===== config.mk =====
export PLATFORM = sky130hd
export DESIGN_NAME = mem_port_arbiter
export DESIGN_NICKNAME = d
export VERILOG_FILES = /design/src/rtl/mem_port_arbiter.sv
export SDC_FILE = /design/constraint.sdc
export NUM_CORES = 1
export LEC_CHECK = 0
export CORE_UTILIZATION = 32
export DETAILED_ROUTE_END_ITERATION = 6
export GPL_ROUTABILITY_DRIVEN = 1
export PLACE_DENSITY = 0.91
export SYNTH_ARGS = -nofsm -noshare
export SYNTH_HDL_FRONTEND = slang
export SYNTH_SLANG_ARGS = --single-unit

===== constraint.sdc =====
create_clock -name clk -period 4.5 [get_ports clk]
set_input_delay 0.9 -clock clk [delete_from_list [all_inputs] [get_ports clk]]
set_output_delay 0.9 -clock clk [all_outputs]
set_load 0.02 [all_outputs]

===== src/rtl/mem_port_arbiter.sv =====
// N-master arbiter in front of the shared single-port data RAM.
// Per-access fixed-priority or round-robin arbitration, locked bursts, per-master read valid.
module mem_port_arbiter #(
    parameter int NUM_MASTERS = 2,
    parameter int ADDR_W      = 12,
    parameter int DATA_W      = 32,
    parameter int RR_MODE     = 0
) (
    input  logic                              clk,
    input  logic                              reset,
    input  logic [NUM_MASTERS-1:0]            req,
    input  logic [NUM_MASTERS-1:0]            we,
    input  logic [NUM_MASTERS-1:0]            lock,
    input  logic [NUM_MASTERS*ADDR_W-1:0]     addr,
    input  logic [NUM_MASTERS*DATA_W-1:0]     wdata,
    output logic [NUM_MASTERS-1:0]            gnt,
    output logic [NUM_MASTERS-1:0]            rvalid,
    output logic [DATA_W-1:0]                 rdata,
    output logic [$clog2(NUM_MASTERS)-1:0]    owner,
    output logic                              busy,
    output logic                              ram_we,
    output logic                              ram_re,
    output logic [ADDR_W-1:0]                 ram_addr,
    output logic [DATA_W-1:0]                 ram_wdata,
    input  logic [DATA_W-1:0]                 ram_rdata,
    input  logic                              ram_busy
);

    localparam int OW = $clog2(NUM_MASTERS);

    typedef enum logic [1:0] {S_IDLE, S_ISSUE, S_RDATA} state_t;

    state_t                  r_state, w_next;
    logic [OW-1:0]           r_owner, r_rr_ptr;
    logic [DATA_W-1:0]       r_rdata;
    logic [OW-1:0]           w_base, w_winner;
    logic [2*NUM_MASTERS-1:0] w_rot2;
    logic [NUM_MASTERS-1:0]  w_rot;
    logic                    w_found, w_done;
    int                      w_sum;

    logic [ADDR_W-1:0] w_addr  [NUM_MASTERS];
    logic [DATA_W-1:0] w_wdata [NUM_MASTERS];

    for (genvar gi = 0; gi < NUM_MASTERS; gi++) begin : g_split
        assign w_addr[gi]  = addr[gi*ADDR_W +: ADDR_W];
        assign w_wdata[gi] = wdata[gi*DATA_W +: DATA_W];
    end

    // Rotate requests so the scan always starts at bit 0; fixed mode rotates by zero.
    assign w_base = (RR_MODE != 0) ? r_rr_ptr : '0;
    assign w_rot2 = {req, req} >> w_base;
    assign w_rot  = w_rot2[NUM_MASTERS-1:0];

    always_comb begin
        w_found = 1'b0;
        w_sum   = 0;
        for (int k = 0; k < NUM_MASTERS; k++) begin
            if (!w_found && w_rot[k]) begin
                w_found = 1'b1;
                w_sum   = int'(w_base) + k;
            end
        end
        if (w_sum >= NUM_MASTERS) w_sum = w_sum - NUM_MASTERS;
        w_winner = w_sum[OW-1:0];
    end

    always_comb begin
        w_next    = r_state;
        w_done    = 1'b0;
        gnt       = '0;
        rvalid    = '0;
        ram_we    = 1'b0;
        ram_re    = 1'b0;
        ram_addr  = '0;
        ram_wdata = '0;
        rdata     = r_rdata;
        case (r_state)
            S_IDLE: begin
                if (|req) w_next = S_ISSUE;
            end
            S_ISSUE: begin
                ram_addr  = w_addr[r_owner];
                ram_wdata = w_wdata[r_owner];
                if (!req[r_owner]) begin
                    w_next = S_IDLE;
                end else if (!ram_busy) begin
                    gnt[r_owner] = 1'b1;
                    ram_we       = we[r_owner];
                    ram_re       = ~we[r_owner];
                    if (we[r_owner]) w_done = 1'b1;
                    else             w_next = S_RDATA;
                end
            end
            S_RDATA: begin
                rdata           = ram_rdata;
                rvalid[r_owner] = 1'b1;
                w_done          = 1'b1;
            end
            default: w_next = S_IDLE;
        endcase
        // A locked owner still requesting keeps the port without re-arbitration.
        if (w_done) w_next = (lock[r_owner] && req[r_owner]) ? S_ISSUE : S_IDLE;
    end

    always_ff @(posedge clk or posedge reset) begin
        if (reset) begin
            r_state  <= S_IDLE;
            r_owner  <= '0;
            r_rr_ptr <= '0;
            r_rdata  <= '0;
        end else begin
            r_state <= w_next;
            if (r_state == S_IDLE && |req) r_owner <= w_winner;
            if (r_state == S_RDATA) r_rdata <= ram_rdata;
            if (w_done && RR_MODE != 0)
                r_rr_ptr <= (r_owner == OW'(NUM_MASTERS - 1)) ? '0 : r_owner + 1'b1;
        end
    end

    assign owner = r_owner;
    assign busy  = (r_state != S_IDLE);

endmodule


==> results, run 1 <==
- The sort of element at the end of the critical path is an output pin.
- The post-layout worst setup margin is 838.7 ps.
- The average vias per placed instance is 4.746.
- The placer's final routability congestion estimate is 0.8189.
- The number of endpoints with negative hold slack in the final report is 0.
- The clock root buffer master is sky130_fd_sc_hd__clkbuf_8.
- The count of TritonRoute iterations in the first routing pass is 6.
- The portion of the clock cycle consumed by the worst path in the final layout is 0.8136.
- In this run the static leakage power is 1.850 nW.
- The tightest slew margin relative to the limit is 0.3892.
- After clock tree synthesis, the setup repair step added 0 buffers.
- Among all flip-flop cells after synthesis, the most frequent one is sky130_fd_sc_hd__dfrtp_1.
- The data required time at the worst endpoint is 3600 ps.
- The critical path is of the in2out type.
- Wires add up to 7948 um.
- The clock insertion delay at the later pin of the skew report is 280 ps.
- The largest total area in the synthesized netlist belongs to sky130_fd_sc_hd__dfrtp_1.
- The final-report setup violation count is 0.
- The summed instance area of the synthesized netlist is 0.002147 mm2.
- The initial antenna violation count is 0.
- Sorting the synthesized cells by how often they occur yields sky130_fd_sc_hd__nor2_1, sky130_fd_sc_hd__mux2i_1, sky130_fd_sc_hd__dfrtp_1.
- The checks that failed: design-rule violations.
- The violation count after the first detailed-routing iteration is 75.
- After the last flow step, the layout net total stands at 548.
- The initialized floorplan defines 29 standard-cell rows.
- Detailed placement finished with a half-perimeter wire length of 6522 um.
- The width of the chip is 83.91 um.
- For this design the top-level I/O count stands at 213.
- The worst clock skew on the final layout is 8.956 ps.
- The layout has 496 filler cells.
- Of the post-synthesis cell area, the dominant cell type holds 0.4079.
- In this run the worst path has a maximum fanout of 4.
- The flow ran to the end, but the final reports show violations.
- The via count of the first global-routing pass was 2,430.
- The register clock-pin slew on the reported worst setup and hold paths is 70 ps.
- The clock tree from TritonCTS is built.
- The worst hold path belongs to the class reg2reg.
- Across the run, the number of max-cap violations was 0.
- Traced cell by cell, the critical path runs through clkdlybuf4s50_1 -> mux2i_1 -> or3_1 -> nor2_1 -> clkdlybuf4s50_1.
- The TritonCTS buffer count is 5.
- The sequential element share of the synthesized area is 0.4079.
- The number of design rule violations left after detail routing is 30.
- The synthesis-to-layout area growth is 105.7%.
- Entering global routing, the biggest net connects 39 pins.
- The number of antenna cells inserted is 0.
- The count of flip-flops with a built-in enable after synthesis is 0.
- Once detail routing completed, the nets flagged for antenna violations numbered 0.
- The slew at the pin closest to its max-slew limit is 915.2 ps.
- The depth of the worst register-to-register path is 6.
- In this run the worst setup path terminates at ram_re.
- Hold repair after CTS inserted 0 buffers.
- For this design the ratio of total power to cell area is 615.0 mW/mm2.
- The die extent in y is 83.91 um.
- The maximum vdd drop is 0.4203 mV.
- The initial utilization of the core area, before any placement, comes to 0.3343.
- The Yosys warning count is 0.
- The time the final worst path needs with I/O delays and setup is 3661 ps.
- The number of library cell types mapped by synthesis is 24.
- OpenSTA, run right after detailed placement, puts the worst setup slack at 837.6 ps.
- When the netlist entered floorplanning its net count stood at 339.
- The reg-to-reg setup timing slack is 2290 ps.
- The max-slew violation count is 0.
- The wire length of the first global-routing pass is 12,360 um.
- The total negative setup slack is 0 ps.
- The final route contains 2,335 vias.
- The mean area per synthesized cell is 10.37 um2.
- The worst register-to-register path begins at r_state[1].
- In the post-synthesis netlist, the biggest area contributors are sky130_fd_sc_hd__dfrtp_1, sky130_fd_sc_hd__mux2i_1, sky130_fd_sc_hd__mux2_2.
- The arrival time of data at the critical path endpoint is 2760 ps.
- The average detailed-routed wire length per instance is 16.15 um.
- The post-cts gate resize count is 0.
- The worst-case hold slack is 496.4 ps.
- The floorplan die area is 0.007041 mm2.
- The all-layer global routing usage is 0.2232.
- The number of sinks on the clock net is 35.
- The async set-reset flop share out of synthesis is 1.000.
- The type of origin of the critical path is an input port.
- Once layout is complete, the utilization of the core stands at 0.6877.
- The end of the worst register-to-register path is r_state[1].
- Among the stages of the critical path, the cell type that occurs most often is sky130_fd_sc_hd__clkdlybuf4s50_1.
- The largest single stage delay on the critical path is 620 ps.
- Setup repair after global routing left no endpoint under its margin.
- The count of state elements after synthesis is 35.
- Tracing the worst setup path back leads to its startpoint at req[0].
- The cell with the most instances after synthesis is sky130_fd_sc_hd__nor2_1.
- Based on the critical path, the design can be clocked at up to 273.1 MHz.
- The core region is 0.006422 mm2.
- The H-tree depth reported by CTS is 2.
- The synthesized instance count is 207.
- In the final layout, the share of cells above drive strength 1 is 0.1133.
- The number of I/O port buffers is 212.
- The sum of overflow across all layers after global routing is 0.
- The buffer depth of the longest clock path is 2.
- On the critical path, the stage with the largest delay is an instance of sky130_fd_sc_hd__clkdlybuf4s50_1.
[worst min path at each step]
stage,from,to,slack [ps],cells after the start
floorplan,r_state[1],r_state[1],530,2
global placement,r_rdata[23],r_rdata[23],480,1
detailed placement,r_rdata[24],r_rdata[24],480,1
CTS,r_rdata[24],r_rdata[24],500,1
global route,r_rdata[27],r_rdata[27],520,1
finish,r_rdata[24],r_rdata[24],500,1
[cell type report]
| type | count | area [um2] | area share |
|---|---|---|---|
| well taps | 77 | 96.34 | 0.02181 |
| clock inverters | 1 | 7.507 | 0.001700 |
| clock buffers | 5 | 68.82 | 0.01558 |
| flip-flops and latches | 35 | 877.1 | 0.1986 |
| repair buffers | 217 | 2160 | 0.4890 |
| multi-input cells | 150 | 1181 | 0.2674 |
| inverters | 7 | 26.28 | 0.005949 |
[flip-flops by register name (all words and copies together) (netlist names)]
name,cells
r_rdata,32
r_state,2
owner,1
[worst max-delay path: cells and delay by family]
family	cells	cell delay [ps]
buf+inv	2	1150
mux	1	140
simple gates	2	570
[where the power goes]
group          internal, mW  leakage, nW  switching (mW)
Clock                 0.103       0.0361           0.106
Sequential            0.465        0.429          0.0679
Combinational         0.994         1.39           0.981
[cells by family after synthesis]
family          Yosys count  synth area share
buf+inv                  22           0.04196
mux                      80            0.3928
flops                    35            0.4079
compound gates           10           0.02972
fa+ha+maj                 3           0.01748
simple gates             57            0.1101
[stage by stage]
step	area, um2	cells	power [mW]
2_1_floorplan	2147	207	1.618
3_3_place_gp	4340	486	2.476
3_5_place_dp	4340	486	2.516
4_1_cts	4417	492	2.743
5_1_grt	4417	492	2.869
6_report	4417	492	2.716
[layout by cell type (no fill, tap or decap), drive strengths merged]
master | synthesis | routed
nor4 | 1 | 1
nor2 | 47 | 47
a211oi | 1 | 1
clkinvlp | 0 | 1
nand2 | 1 | 1
o21ai | 3 | 3
ha | 3 | 3
nor3b | 1 | 1
a21oi | 3 | 3
clkdlybuf4s50 | 0 | 212
o211ai | 1 | 1
or2 | 1 | 1
and2 | 1 | 1
nand3 | 1 | 1
nor2b | 1 | 1
mux2i | 46 | 46
buf | 6 | 5
o21a | 1 | 1
clkbuf | 9 | 5
mux2 | 34 | 34
a2111o | 1 | 1
dfrtp | 35 | 35
or3 | 3 | 3
inv | 7 | 7
[routing by layer]
layer  share of wire  vias to the layer above  GRT usage
met3            0.10                       20    0.08210
met1            0.37                     1060     0.2325
met5               0                        -          0
met4           0.030                        0    0.08934
met2            0.50                      132     0.4039
li1                -                     1123          -
Power figures use the tool's default switching activity.
==> inputs of run 2 (changes only) <==
CORE_UTILIZATION = 27   (was 32)
PLACE_DENSITY = 0.82   (was 0.91)
clock period = 3.3 ns   (was 4.5 ns; I/O delays follow)
==> results, run 2 (synthesis results as in run 1) <==
- Walking the worst path, the cells encountered are clkdlybuf4s50_1 -> mux2i_1 -> or3_1 -> nor2_1 -> clkdlybuf4s50_1.
- The floorplan die area is 0.008313 mm2.
- The worst setup path is of the in2out kind.
- The final design utilization is 0.5797.
- The residual antenna-violating net count after detailed routing is 0.
- The fraction of power consumed by the clock network is 0.085.
- The cell type of the slowest stage on the worst timing path is sky130_fd_sc_hd__clkdlybuf4s50_1.
- The ratio of total power to cell area is 827.6 mW/mm2.
- Setup violations remaining at the end of the flow were counted as 0.
- After layout, the minimum clock period comes to 3138 ps.
- The class of the worst hold path is reg2reg.
- The number of buffers and inverters on the critical path is 2.
- The number of violations of the max-capacitance limit is 0.
- Counting buffers and inverters, the worst setup path is 5 cells deep.
- Post-CTS repair changed the size of 0 cells.
- For this run, the top clock speed supported by timing is 318.7 MHz.
- The row count is 32.
- TritonCTS built the clock tree.
- In the layout the commonest cells are sky130_fd_sc_hd__clkdlybuf4s50_1, sky130_fd_sc_hd__nor2_1, sky130_fd_sc_hd__mux2i_1.
- The flip-flop count of the largest register after layout is 32.
- After detailed routing, the average wire length per cell comes to 14.06 um.
- The maximum vdd drop is 0.6322 mV.
- The max-slew violation count is 0.
- The floorplan step defined a core boundary enclosing 0.007727 mm2.
- At the worst endpoint, the required time is 2640 ps.
- 0 antenna diodes ended up in the layout.
- The slew at the pin closest to its max-slew limit is 809.7 ps.
- STA classifies the critical path startpoint as an input port.
- 213 I/O pins were placed.
- The post-layout worst setup margin is 161.8 ps.
- CTS placed an instance of sky130_fd_sc_hd__clkbuf_8 at the clock tree root.
- The number of I/O port buffers is 212.
- Summed over all cells, the static leakage comes to 1.865 nW.
- Clock tree synthesis inserted a total of 5 buffers.
- The register clock-pin slew on the reported worst setup and hold paths is 70 ps.
- The first global-routing pass estimated 11,100 um of wire.
- Compared with the post-synthesis result, the final layout area differs by 108.6%.
- The share of total power dissipated in sequential elements is 0.196.
- The detailed placer's ending HPWL is 5892 um.
- The violation count after the first detailed-routing iteration is 27.
- The number of hold buffers added after CTS was 0.
- Across every metal layer, demand over resource in global routing totals 0.1666.
- The worst-case hold slack is 497.5 ps.
- The H-tree was split into 2 levels.
- The delay contributed by the slowest stage of the critical path is 610 ps.
- The first detailed-routing pass ran for 3 iterations.
- Data arrives at the worst endpoint at 2480 ps.
- The tree built by TritonCTS fans out to 35 sinks.
- r_rdata holds more flip-flops than any other register.
- Before CTS, the worst setup slack after placement is 146.8 ps.
- The most common library cell in the layout ignoring fill and taps is sky130_fd_sc_hd__clkdlybuf4s50_1.
- Setup repair after global routing left no endpoint under its margin.
- The total overflow left after global routing is 0.
- The via count of the first global-routing pass came to 2,260.
- Of the total power, the share spent switching nets is 0.4229.
- The fraction of final layout cells with drive strength greater than 1 is 0.1217.
- The maximum number of pins on one net before global-route repair is 46.
- The number of nets in the finished design is 550.
- For this configuration, the core starts out at a cell density of 0.2778.
- The share of total power dissipated in combinational logic is 0.720.
- The initial antenna violation count is 0.
- Routability-driven placement finished with a final weighted congestion of 0.7284.
- The routed design has 7326 um of wire.
- After clock tree synthesis, the setup repair step added 0 buffers.
- Clock latency on the worst-skew pair, taken at its later pin, is 290 ps.
- After routing, the total negative slack on setup checks comes to 0 ps.
- Using the TritonRoute via totals, the vias-per-cell ratio works out to 4.438.
- For the final database, setup skew stands at 6.506 ps.
- The net switching power is 1.568 mW.
- The number of cells on the worst hold path is 1.
- The number of design rule violations left after detail routing is 0.
- The cell repeated most along the worst path is sky130_fd_sc_hd__clkdlybuf4s50_1.
- The sort of element at the end of the critical path is an output pin.
- In this run the deepest clock path goes through 2 buffers.
- Internal power comes to 2.139 mW.
- On the critical path the largest part of the delay comes from buffers and inverters.
- After filler insertion, the fill cell instance count of the layout stands at 662.
- The number of endpoints with negative hold slack in the final report came to 0.
- Headroom to the max-slew limit came out at 0.4596.
- In this run the horizontal extent of the chip is 91.18 um.
- The routed via count is 2,312.
- The die extent in y is 91.18 um.
- The run finished with clean final reports.
- The portion of the clock cycle consumed by the worst path in the final layout is 0.9510.
- The number of cells on the worst reg-to-reg path is 4.
- The highest net fanout along the worst path is 4.
-- run 2: final cells by class --
class	instances	area [um2]	share of cell area
Inverter	7	26.28	0.005866
Clock inverter	3	23.77	0.005307
Clock buffer	5	68.82	0.01536
Multi-Input combinational cell	150	1181	0.2637
Timing Repair Buffer	219	2175	0.4855
Sequential cell	35	877.1	0.1958
Tap cell	102	127.6	0.02849
-- run 2: path summary, 6_finish.rpt --
path | slack [ps] | start | endpoint
min in group asynchronous | 830 | reset | r_rdata[9]
setup reg to reg | 1370 | owner | r_state[1]
hold reg to reg | 500 | r_rdata[20] | r_rdata[20]
hold / removal | 500 | r_rdata[20] | r_rdata[20]
setup / recovery | 160 | req[0] | ram_re
max in group asynchronous | 1770 | reset | r_rdata[0]
-- run 2: per-stage QoR --
step / cells / instance area, um2 / power (mW)
detailed placement: 513 / 4387 / 3.421
finish: 521 / 4479 / 3.707
global placement: 513 / 4387 / 3.378
floorplan: 207 / 2147 / 2.207
global route: 521 / 4479 / 3.917
CTS: 521 / 4479 / 3.753
-- run 2: layer usage --
layer  track usage  share of wire  vias up
met5             0              0        -
met4       0.03836         0.0094        0
li1              -              -     1130
met1        0.1837           0.38     1060
met3       0.05276          0.092        6
met2        0.3093           0.51      116
-- run 2: worst reg2reg max path, cell delays in order, from the launching register on --
cell and delay [ps]:
sky130_fd_sc_hd__dfrtp_2 630, sky130_fd_sc_hd__mux2i_1 220, sky130_fd_sc_hd__or3_1 440, sky130_fd_sc_hd__or3_1 400
sky130_fd_sc_hd__a21oi_1 160
-- run 2: power by group through the flow --
stage / combinational (mW) / sequential (mW) / clock (mW)
3_3_place_gp: 2.65 / 0.728 / 0
6_report: 2.67 / 0.725 / 0.314
2_1_floorplan: 1.52 / 0.685 / 0
5_1_grt: 2.83 / 0.748 / 0.337
3_5_place_dp: 2.68 / 0.740 / 0
4_1_cts: 2.69 / 0.733 / 0.327
==> inputs of run 3 (changes only) <==
SETUP_SLACK_MARGIN = 0.2   (was unset)
==> results, run 3 (synthesis results as in run 1) <==
- The flow ran to the end, and the final reports show no timing, DRC or antenna violations.
- After clock tree synthesis, the flow added hold-fix buffers numbering 0.
- More flip-flops sit in one register than any other, and that register is r_rdata.
- The signal on the critical path passes through inv_1 -> ha_1 -> buf_4 -> mux2_2 -> clkdlybuf4s50_1.
- The number of nets in the finished design is 550.
- In the global route stage, overall resource usage came out at 0.1666.
- The area growth from synthesis to layout is 109.1%.
- Clock skew on the completed layout was measured at 6.506 ps.
- The H-tree generated during clock tree synthesis spans 2 levels.
- The cell type of the slowest stage on the worst timing path is sky130_fd_sc_hd__clkdlybuf4s50_1.
- The buffer depth of the longest clock path is 2.
- Dividing total power by cell area gives a power density of 826.6 mW/mm2.
- The arrival time of data at the critical path endpoint is 2340 ps.
- The die is 91.18 um wide.
- Of all nets on the critical path, the largest fanout is 38.
- Summed over all layers, the routed wires come to 7341 um.
- The number of antenna cells inserted is 0.
- The count of nets left with antenna violations once routing finished came out at 0.
- During placement, the flow inserted port buffers numbering 212.
- Setup violations remaining at the end of the flow were counted as 0.
- After detailed routing, the number of remaining DRC violations is 0.
- The sort of element at the end of the critical path is an output pin.
- The via count of the first global-routing pass was 2,260.
- In the finished design, the share of the clock period the worst path needs comes to 0.9088.
- Clock latency on the worst-skew pair, taken at its later pin, is 290 ps.
- The congestion estimate from routability-driven global placement came to 0.7284.
- The max-slew violation count came to 0.
- The starting utilization of the core area is 0.2778.
- Summed over all cells, the static leakage comes to 1.893 nW.
- Setup repair after global routing left no endpoint under its margin.
- The clock tree from TritonCTS is built.
- The tightest slew margin relative to the limit is 0.4596.
- The cell sitting at the root of the clock tree is a sky130_fd_sc_hd__clkbuf_8.
- The count of TritonRoute iterations in the first routing pass is 3.
- The placement-stage worst setup slack is 146.8 ps.
- The maximum clock frequency is 333.4 MHz.
- The routed via count is 2,309.
- The worst-case IR drop observed on VDD is 0.6322 mV.
- The placeable core region is 0.007727 mm2.
- The number of clock buffers added by TritonCTS is 5.
- For this design, the sink count on the clock tree is 35.
- The flip-flop count of the largest register after layout is 32.
- The total negative setup slack is 0 ps.
- STA classifies the critical path startpoint as a flip-flop.
- The clock period could shrink to 2999 ps.
- The critical path in this run is classified as reg2out.
- The number of violations of the max-capacitance limit is 0.
- Of the cells placed in the final design, the portion with a size suffix greater than 1 is 0.1265.
- From bottom edge to top edge, the die measures 91.18 um.
- The wire length of the first global-routing pass is 11,100 um.
- The register clock-pin slew on the reported worst setup and hold paths is 70 ps.
- For this design the top-level I/O count stands at 213.
- The sum of overflow across all layers after global routing is 0.
- After clock tree synthesis, the setup repair step added 0 buffers.
- The average vias per placed instance is 4.432.
- The slew at the pin closest to its max-slew limit is 809.7 ps.
- Entering global routing, the biggest net connects 46 pins.
- The floorplan die area is 0.008313 mm2.
- The initial antenna violation count is 0.
- On the worst path, the slowest cell contributes a delay of 560 ps.
- The min-delay analysis places its worst path in the category reg2reg.
- Once routing completed, OpenROAD measured the worst setup slack at 301.0 ps.
- The number of endpoints with negative hold slack in the final report is 0.
- The library cells used most frequently in the layout, excluding fill and tap cells, are sky130_fd_sc_hd__clkdlybuf4s50_1, sky130_fd_sc_hd__nor2_1, sky130_fd_sc_hd__mux2i_1.
- After detailed routing, the average wire length per cell comes to 14.09 um.
- The most common library cell in the layout ignoring fill and taps is sky130_fd_sc_hd__clkdlybuf4s50_1.
- In this run the core area contains 32 standard-cell rows.
- For this block, the initial DRC count from the detailed router was 35.
- The detailed placer's ending HPWL is 5892 um.
- STA puts the critical path data required time at 2640 ps.
run 3: area by class of cell:
cell class,instances,area [um2]
fillers,666,3237
well taps,102,127.6
repair buffers,219,2175
clock inverters,3,23.77
inverters,7,26.28
flip-flops and latches,35,877.1
multi-input cells,150,1192
clock buffers,5,68.82
run 3: path summary, 6_finish.rpt:
path | startpoint | endpoint | slack [ps] | cells after the start
worst max-delay path | r_state[0] | rdata[3] | 300 | 5
worst max register to register | owner | r_state[1] | 1410 | 4
worst min register to register | r_rdata[20] | r_rdata[20] | 500 | 1
worst min-delay path | r_rdata[20] | r_rdata[20] | 500 | 1
min in group asynchronous | reset | r_rdata[9] | 830 | 2
max in group asynchronous | reset | r_rdata[0] | 1770 | 3
run 3: per-layer routing:
layer | track usage | part of all wire
met5 | 0 | 0
met4 | 0.03836 | 0.0094
met3 | 0.05276 | 0.092
met2 | 0.3093 | 0.51
met1 | 0.1837 | 0.39
run 3: report_power, final:
| part | leakage, nW | switching, mW | internal (mW) | total, mW |
|---|---|---|---|---|
| logic | 1.42 | 1.32 | 1.36 | 2.67 |
| clock network | 0.0408 | 0.163 | 0.151 | 0.314 |
| registers | 0.429 | 0.0926 | 0.633 | 0.725 |
run 3: worst max-delay path: cells and delay by family, from the launching register on:
family     cells  cell delay, ps
flops          1             400
fa+ha+maj      1             160
mux            1             410
buf+inv        3            1070
run 3: per-stage QoR:
stage	total power, mW	area, um2	hold slack (ps)	utilization	std cells
3_5_place_dp	3.421	4387	484.1	0.5677	513
4_1_cts	3.753	4482	501.4	0.5800	521
2_1_floorplan	2.207	2147	532.5	-	207
3_3_place_gp	3.378	4387	479.9	0.5677	513
5_1_grt	3.921	4491	512.9	0.5811	521
6_report	3.712	4491	497.5	0.5811	521
run 3: what timing repair did:
item	CTS	global route
pin swaps	0	0
gates resized for setup	3	2
endpoints found under the setup margin	3	2
